$ cat config.mk
export PLATFORM = sky130hd
export DESIGN_NAME = am_mod_ramp_sequencer
export DESIGN_NICKNAME = d
export VERILOG_FILES = /design/src/rtl/am_mod_ramp_sequencer.sv
export SDC_FILE = /design/constraint.sdc
export NUM_CORES = 1
export LEC_CHECK = 0
export CORE_MARGIN = 3
export CORE_UTILIZATION = 40
export CTS_BUF_LIST = sky130_fd_sc_hd__clkbuf_8
export DETAILED_ROUTE_END_ITERATION = 6
export PLACE_DENSITY = 0.62
export SYNTH_ARGS = -nofsm -noshare
export SYNTH_HDL_FRONTEND = slang
export SYNTH_SLANG_ARGS = --single-unit
$ cat constraint.sdc
create_clock -name clk -period 7.2 [get_ports clk]
set_clock_uncertainty 0.1 [all_clocks]
set_input_delay 2.16 -clock clk [delete_from_list [all_inputs] [get_ports clk]]
set_output_delay 2.16 -clock clk [all_outputs]
set_load 0.02 [all_outputs]
$ cat src/rtl/am_mod_ramp_sequencer.sv
// Rate-limited ramp sequencer for the AM modulator's center_fre and modulate_deep inputs.
// One command at a time; each channel steps toward its target once every dwell+1 cycles.
module am_mod_ramp_sequencer #(
    parameter int unsigned PHASE_WIDTH = 32,
    parameter int unsigned DEEP_WIDTH  = 16,
    parameter int unsigned DWELL_WIDTH = 16,
    parameter int unsigned CNT_WIDTH   = 12
) (
    input  logic                   clk,
    input  logic                   RST,
    input  logic                   cfg_valid,
    output logic                   cfg_ready,
    input  logic [PHASE_WIDTH-1:0] cfg_fre,
    input  logic [PHASE_WIDTH-1:0] cfg_fre_inc,
    input  logic [DEEP_WIDTH-1:0]  cfg_deep,
    input  logic [DEEP_WIDTH-1:0]  cfg_deep_inc,
    input  logic [DWELL_WIDTH-1:0] cfg_dwell,
    input  logic                   abort,
    output logic [PHASE_WIDTH-1:0] center_fre,
    output logic [DEEP_WIDTH-1:0]  modulate_deep,
    output logic                   busy,
    output logic                   done,
    output logic                   aborted,
    output logic [CNT_WIDTH-1:0]   update_cnt
);

    typedef enum logic [1:0] {
        IDLE = 2'd0,
        RAMP = 2'd1,
        DONE = 2'd2
    } state_t;

    state_t                 r_state;
    logic [PHASE_WIDTH-1:0] r_fre_tgt;
    logic [PHASE_WIDTH-1:0] r_fre_inc;
    logic [DEEP_WIDTH-1:0]  r_deep_tgt;
    logic [DEEP_WIDTH-1:0]  r_deep_inc;
    logic [DWELL_WIDTH-1:0] r_dwell;
    logic [DWELL_WIDTH-1:0] r_dwell_cnt;

    logic [PHASE_WIDTH-1:0] w_fre_diff;
    logic [PHASE_WIDTH-1:0] w_fre_next;
    logic [DEEP_WIDTH-1:0]  w_deep_diff;
    logic [DEEP_WIDTH-1:0]  w_deep_next;
    logic                   w_at_target;

    assign cfg_ready = (r_state == IDLE);

    // Snap when within one step (or step is zero); distance is unsigned so no wrap.
    always_comb begin
        w_fre_next = r_fre_tgt;
        w_fre_diff = '0;
        if (r_fre_tgt > center_fre) begin
            w_fre_diff = r_fre_tgt - center_fre;
            if ((r_fre_inc != '0) && (w_fre_diff > r_fre_inc))
                w_fre_next = center_fre + r_fre_inc;
        end else begin
            w_fre_diff = center_fre - r_fre_tgt;
            if ((r_fre_inc != '0) && (w_fre_diff > r_fre_inc))
                w_fre_next = center_fre - r_fre_inc;
        end
    end

    always_comb begin
        w_deep_next = r_deep_tgt;
        w_deep_diff = '0;
        if (r_deep_tgt > modulate_deep) begin
            w_deep_diff = r_deep_tgt - modulate_deep;
            if ((r_deep_inc != '0) && (w_deep_diff > r_deep_inc))
                w_deep_next = modulate_deep + r_deep_inc;
        end else begin
            w_deep_diff = modulate_deep - r_deep_tgt;
            if ((r_deep_inc != '0) && (w_deep_diff > r_deep_inc))
                w_deep_next = modulate_deep - r_deep_inc;
        end
    end

    assign w_at_target = (w_fre_next == r_fre_tgt) && (w_deep_next == r_deep_tgt);

    always_ff @(posedge clk or posedge RST) begin
        if (RST) begin
            r_state       <= IDLE;
            r_fre_tgt     <= '0;
            r_fre_inc     <= '0;
            r_deep_tgt    <= '0;
            r_deep_inc    <= '0;
            r_dwell       <= '0;
            r_dwell_cnt   <= '0;
            center_fre    <= '0;
            modulate_deep <= '0;
            busy          <= 1'b0;
            done          <= 1'b0;
            aborted       <= 1'b0;
            update_cnt    <= '0;
        end else begin
            done    <= 1'b0;
            aborted <= 1'b0;
            case (r_state)
                IDLE: begin
                    if (cfg_valid) begin
                        r_fre_tgt   <= cfg_fre;
                        r_fre_inc   <= cfg_fre_inc;
                        r_deep_tgt  <= cfg_deep;
                        r_deep_inc  <= cfg_deep_inc;
                        r_dwell     <= cfg_dwell;
                        r_dwell_cnt <= cfg_dwell;
                        update_cnt  <= '0;
                        busy        <= 1'b1;
                        r_state     <= RAMP;
                    end
                end
                RAMP: begin
                    // Abort wins over any update due on the same edge.
                    if (abort) begin
                        busy    <= 1'b0;
                        aborted <= 1'b1;
                        r_state <= IDLE;
                    end else if (r_dwell_cnt != '0) begin
                        r_dwell_cnt <= r_dwell_cnt - DWELL_WIDTH'(1);
                    end else begin
                        center_fre    <= w_fre_next;
                        modulate_deep <= w_deep_next;
                        r_dwell_cnt   <= r_dwell;
                        if (update_cnt != '1)
                            update_cnt <= update_cnt + CNT_WIDTH'(1);
                        if (w_at_target) begin
                            done    <= 1'b1;
                            r_state <= DONE;
                        end
                    end
                end
                DONE: begin
                    busy    <= 1'b0;
                    r_state <= IDLE;
                end
                default: begin
                    busy    <= 1'b0;
                    r_state <= IDLE;
                end
            endcase
        end
    end

endmodule
==> summary.md, run 1 <==
| Metric | Value |
|---|---|
| Drt via density | 6.04 |
| Vias in the first global route | around 22000 |
| Worst min-delay path startpoint | r_dwell[4] |
| Fin. Hold Viols | 0 |
| Via count | 22800 |
| GRT Util Overall | around 29% |
| CP endpoint kind | flop |
| Worst Path Required | approximately 7.6 ns |
| DIE HEIGHT | ~240 um |
| Max VDD drop | 0.000184 V |
| CTS sink count | 193 |
| Max-cap viol count | 0 |
| Leakage | around 11 nW |
| Number of remaining DRC errors | 0 |
| RSZ-0062 raised after global routing | false |
| Fraction of registers with async set/reset | 100% |
| Initial antenna violation count | 1 |
| DIE AREA | 59300 um^2 |
| Mapped Nets | approximately 3300 |
| Starting density of the core | 40.7% |
| Tightest Pin Transition | 1.12 ns |
| Sequential fraction of the synthesis area | 21.4% |
| Slowest CP cell | a2111oi_0 |
| Worst setup SP type | flop |
| DRT iter0 DRCs | a little under 2000 |
| Pin count of the biggest net entering global routing | 121 |
| Setup TNS Final | 0 ns |
| First-pass GRT wire length | 134 mm |
| Main synth FF type | dfrtp_1 |
| H-tree levels | 4 |
| Worst Hold Endpoint | r_dwell[4] |
| Ranking of synthesized cells by area | dfrtp_1 (21%), ha_1 (16%), o21ai_0 (6.0%) |
| Critical Path Fanout Max | 14 |
| Layout area overhead | 14.1% |
| Unique masters post-synth | 105 |
| Dpl ws | -0.214 ns |
| Final Wtd Congestion | 1.00 |
| Post-synthesis sequential element count | 193 |
| Critical path's most frequent cell | buf_4 |
| First-pass DRT Iterations | 6 |
| Clock period minus worst slack | 7.09 ns |
| Clk slew on worst S/H paths | 0.11 ns |
| DR WL/cell | 23.3 um |
| Reg-to-reg critical path startpoint | center_fre[0] |
| IO Count | 180 |
| Hold Crit Depth | 1 |
| Drt total wl | 87.8 mm |
| CTS Hold Bufs | 0 |
| Total power draw | 7.86 mW |
| Max_slew headroom | 24.7% |
| Final Core Density | 46.4% |
| FF-to-FF setup slack | 0.11 ns |
| Root Driver | clkbuf_8 |
| Status | completed |
| I/O Buffers | 179 |
| Syn Inst Count | just under 3000 |
| Worst stage delay on the critical path | 0.50 ns |
| CTS tree | built |
| CP arrival | 7.47 ns |
| Syn Area/Cell | 7.81 um^2 |
| Count of final setup violators | 0 |
| CTS Buffer Depth | 2 |
| Post-layout nets | 3413 |
| Hold Path Class | reg2reg |
| Core ar. | 55400 um^2 |
| Setup ws final | 0.113 ns |
| Worst reg2reg path depth | 29 |
| Yosys top cell area share | 21.4% |
| Syn Std Cell Area | 22600 um^2 |
| FP Rows | 86 |
| Power Density | 306 nW/um^2 |
| Worst-skew pair later-pin latency | 0.60 ns |
| Fmax | 0.141 GHz |
| Most frequent cells after synthesis | nand2_1 (285), ha_1 (283), o21ai_0 (269) |
| Top cell type by total area after synthesis | dfrtp_1 |
| Chip Width | 243 um |
| Critical path class | reg2reg |
| Most common cell in the synthesized netlist | nand2_1 |
| R2R Path End | r_state[0] |
| Part of the cycle the worst path needs | about 98% |
| Synth warn | 0 |
| Final ANT Viol Nets | 0 |
| Max-slew violation count | 0 |
| Layout cells sized above 1 | 6.92% |
| CTS Buf Count | 17 |
| Overflow after GRT | 0 |
| HPWL Detailed | 70.3 mm |
| Number of synthesized flops with an enable pin | 0 |
==> area by class of cell <==
type	count	area [um^2]
Fill cell	5579	29700
Multi-Input combinational cell	2327	16400
Sequential cell	193	4830
Timing Repair Buffer	255	2390
Tap cell	748	936
Inverter	212	803
Clock buffer	19	262
Clock inverter	13	120
Antenna cell	1	2.50
==> routing by layer <==
metal,vias to the layer above,routed length (um),global-route usage (%)
met1,10900,38100,38.8
met2,1006,39600,46.6
met5,-,0,0
met3,196,6130,4.30
met4,0,4040,12.8
li1,10600,-,-
==> timing repair <==
item,CTS,global route
pin swaps,0,4
setup endpoints to repair,4,40
gates resized for setup,5,32
endpoints found under the hold margin,0,0
setup buffers,0,4
==> critical path: cells and delay by family (launching register included) <==
kind            cells  cell delay (ns)
fa+ha+maj           3             0.95
buf+inv             5             0.87
xor+xnor            1             0.18
simple gates        9             1.59
flops               1             0.37
compound gates     11             2.89
==> cells in the final DEF, fill, tap and decap left out, types with 9 or more instances in the layout <==
master,Yosys,routed
and4_1,12,12
o22ai_1,38,38
clkdlybuf4s50_1,0,179
nand4_1,48,48
o21ai_0,269,261
or3_1,20,20
inv_1,208,206
a31oi_1,16,16
nand2b_1,29,28
o21a_1,16,15
dfrtp_1,193,191
o21ai_1,8,16
o21bai_1,40,40
nor4_1,42,39
o31ai_1,22,21
a21oi_2,4,10
ha_1,283,283
nor2_1,166,166
nand2_1,285,284
and3_1,21,21
nor3b_1,9,9
a221oi_1,21,20
nor2b_1,36,36
xnor2_1,136,136
a22oi_1,28,28
a21oi_1,223,217
clkbuf_8,0,19
mux2i_1,10,10
nand3_1,64,64
nor3_1,46,46
and2_1,15,13
o211ai_1,27,27
mux2_2,22,22
a211oi_1,44,43
a21o_1,73,73
buf_4,3,74
xor2_1,72,72
==> report_power, final <==
| part | internal, mW | leakage (nW) | total (mW) | switching, mW |
|---|---|---|---|---|
| clock network | 0.269 | 0.190 | 0.770 | 0.501 |
| logic | 2.10 | 8.54 | 5.57 | 3.47 |
| registers | 1.25 | 2.41 | 1.53 | 0.272 |
| total | 3.62 | 11.1 | 7.86 | 4.24 |
==> cell families after synthesis <==
kind of cell,after synthesis,share of synthesized area [%]
AO/OA/AOI/OAI,956,27.6
AND/OR/NAND/NOR,839,18.3
flip-flops,193,21.4
XOR/XNOR,209,8.18
buffers and inverters,368,6.50
multiplexers,32,1.54
adder cells (fa/ha/maj),291,16.4
==> state kept, by name (all words and copies together) (netlist names) <==
register and count:
r_fre_tgt 32, r_fre_inc 32, busy 1, modulate_deep 16
center_fre 32, update_cnt 12, r_dwell_cnt 16, done 1
r_deep_tgt 16, aborted 1, r_deep_inc 16, r_state 2
r_dwell 16
==> how the worst max path moves through the flow <==
stage | cells after the start | endpoint | from | slack, ns
2_1_floorplan | 27 | r_state[0] | center_fre[1] | 1.01
3_3_place_gp | 28 | r_state[0] | center_fre[1] | 0.04
3_5_place_dp | 26 | r_state[1] | center_fre[0] | -0.21
4_1_cts | 27 | r_state[0] | r_fre_tgt[0] | 0.07
5_1_grt | 29 | r_state[0] | center_fre[0] | 0.004
6_report | 29 | r_state[0] | center_fre[0] | 0.11
==> metrics by stage <==
step,hold slack (ns),area [um^2],cells
after global placement,0.385,25200,3731
after CTS,0.416,25600,3763
after floorplan,0.363,22600,2888
after detailed placement,0.390,25200,3731
final,0.411,25700,3768
after global routing,0.429,25700,3768
No activity file was read; power rests on OpenSTA's default activity.
==> inputs of run 2 (changes only) <==
SKIP_CTS_REPAIR_TIMING = 1   (was unset)
==> summary.md, run 2 (synthesis gave the netlist of run 1 again) <==
| Metric | Value |
|---|---|
| Status | completed |
| Overflow after GRT | 0 |
| Worst Hold Endpoint | r_dwell[15] |
| Post-layout nets | 3413 |
| Critical Path Fanout Max | 14 |
| Fmax | 0.142 GHz |
| Worst Path Required | 7.58 ns |
| Switching Fraction | a little over half |
| Max_slew headroom | 25.8% |
| WP depth | 29 |
| Critical path class | reg2reg |
| Leakage | around 11 nW |
| Initial antenna violation count | 1 |
| DR WL/cell | 23.3 um |
| Slowest CP cell | fa_1 |
| Worst stage delay on the critical path | 0.46 ns |
| Setup TNS Final | 0 ns |
| Max-cap viol count | 0 |
| Layout cells sized above 1 | slightly below 7% |
| Regs by FF count | center_fre: 32 flops, r_fre_inc: 32 flops, r_fre_tgt: 32 flops |
| Part of the cycle the worst path needs | 97.6% |
| RSZ-0062 raised after global routing | false |
| GRT Util Overall | ~29% |
| Tightest Pin Transition | 1.08 ns |
| Critical path's most frequent cell | buf_4 |
| Chip Width | 243 um |
| Clk slew on worst S/H paths | 0.12 ns |
| Via count | 22800 |
| Clock period minus worst slack | 7.03 ns |
| Placed cell areas | 25200 um^2 |
| CP endpoint kind | flop |
| CTS Buf Count | 17 |
| Drt total wl | 87.7 mm |
| Count of final setup violators | 0 |
| Int Power | 3.62 mW |
| CTS Buffer Depth | 2 |
| Pin count of the biggest net entering global routing | ~120 |
| CTS sink count | 193 |
| R2R Path End | r_state[0] |
| CP arrival | 7.41 ns |
| Final Wtd Congestion | 1.00 |
| Hold Crit Depth | 1 |
| I/O Buffers | 179 |
| Root Driver | clkbuf_8 |
| Worst reg2reg path depth | 29 |
| FP Rows | 86 |
| Final ANT Viol Nets | 0 |
| First-pass GRT wire length | ~130 mm |
| DIE AREA | 59300 um^2 |
| CP delay by family, top | compound AO/OA/AOI/OAI gates |
| Max VDD drop | about 0.00018 V |
| Buf+Inv Stages, Crit Path | 5 |
| DRT iter0 DRCs | ~1900 |
| Fin. Hold Viols | 0 |
| Commonest cells after routing, fill and taps aside | nand2_1 (283), ha_1 (283), o21ai_0 (261), a21oi_1 (217), inv_1 (206) |
| FF-to-FF setup slack | 0.17 ns |
| Clock power frac | 9.8% |
| IO Count | 180 |
| Net switching power | 4.24 mW |
| H-tree levels | 4 |
| Worst-skew pair later-pin latency | 0.60 ns |
| CTS tree | built |
| Number of remaining DRC errors | 0 |
| Worst setup SP type | flop |
| HPWL Detailed | 70.3 mm |
| Drt via density | 6.05 |
| Starting density of the core | 40.7% |
| Design area | approximately 26000 um^2 |
| Combinational Power Share | a little over two thirds |
| Core ar. | 55400 um^2 |
| Max-slew violation count | 0 |
| Worst min-delay path startpoint | r_dwell[15] |
| First-pass DRT Iterations | 6 |
| Layout area overhead | 14.1% |
| Vias in the first global route | 22300 |
| Total power draw | a little under 8 mW |
| Seq pwr share | roughly 19% |
| Reg-to-reg critical path startpoint | center_fre[0] |
| Hold Path Class | reg2reg |
| Power Density | just over 300 nW/um^2 |
| DIE HEIGHT | 243 um |
run 2: cell types whose count changed in the layout (fill, tap and decap cells not counted):
cell and delta:
nand2_1 -1, nand2_2 +1
run 2: area by class of cell:
class	instances	area, um^2
Fill cell	5575	29700
Tap cell	748	936
Timing Repair Buffer	255	2390
Multi-Input combinational cell	2327	16400
Sequential cell	193	4830
Clock inverter	13	120
Antenna cell	1	2.50
Clock buffer	19	262
Inverter	212	803
run 2: through the flow:
step                setup slack [ns]  std cells  hold WS [ns]  utilization (%)
floorplan                       1.01       2888         0.363                -
global placement              0.0360       3731         0.385             45.5
global route                 0.00422       3768         0.429             46.4
finish                         0.173       3768         0.411             46.4
CTS                           -0.225       3763         0.416             46.1
detailed placement            -0.214       3731         0.390             45.5
run 2: per-layer routing:
layer	vias to the layer above	routed length, um	GRT usage (%)
met5	-	0	0
met2	975	39500	46.6
met3	205	5980	4.29
met1	11000	38000	38.9
met4	0	4140	12.8
li1	10600	-	-
run 2: power groups by stage:
stage	Sequential, mW	Clock (mW)	Combinational [mW]
after floorplan	1.43	0	3.67
after CTS	1.52	0.806	5.38
after detailed placement	1.53	0	5.35
after global routing	1.55	0.832	6.03
final	1.53	0.770	5.57
after global placement	1.53	0	5.31
run 2: worst max path at each step:
stage / start / end / slack (ns)
after global routing: center_fre[0] / r_state[0] / 0.004
after CTS: r_fre_tgt[0] / r_state[0] / -0.23
after global placement: center_fre[1] / r_state[0] / 0.04
after detailed placement: center_fre[0] / r_state[1] / -0.21
after floorplan: center_fre[1] / r_state[0] / 1.01
final: center_fre[0] / r_state[0] / 0.17
==> inputs of run 3 (changes only) <==
TNS_END_PERCENT = 50   (was unset)
==> results of run 3 <==
The final DEF is identical to that of run 2; final timing and power are the same.
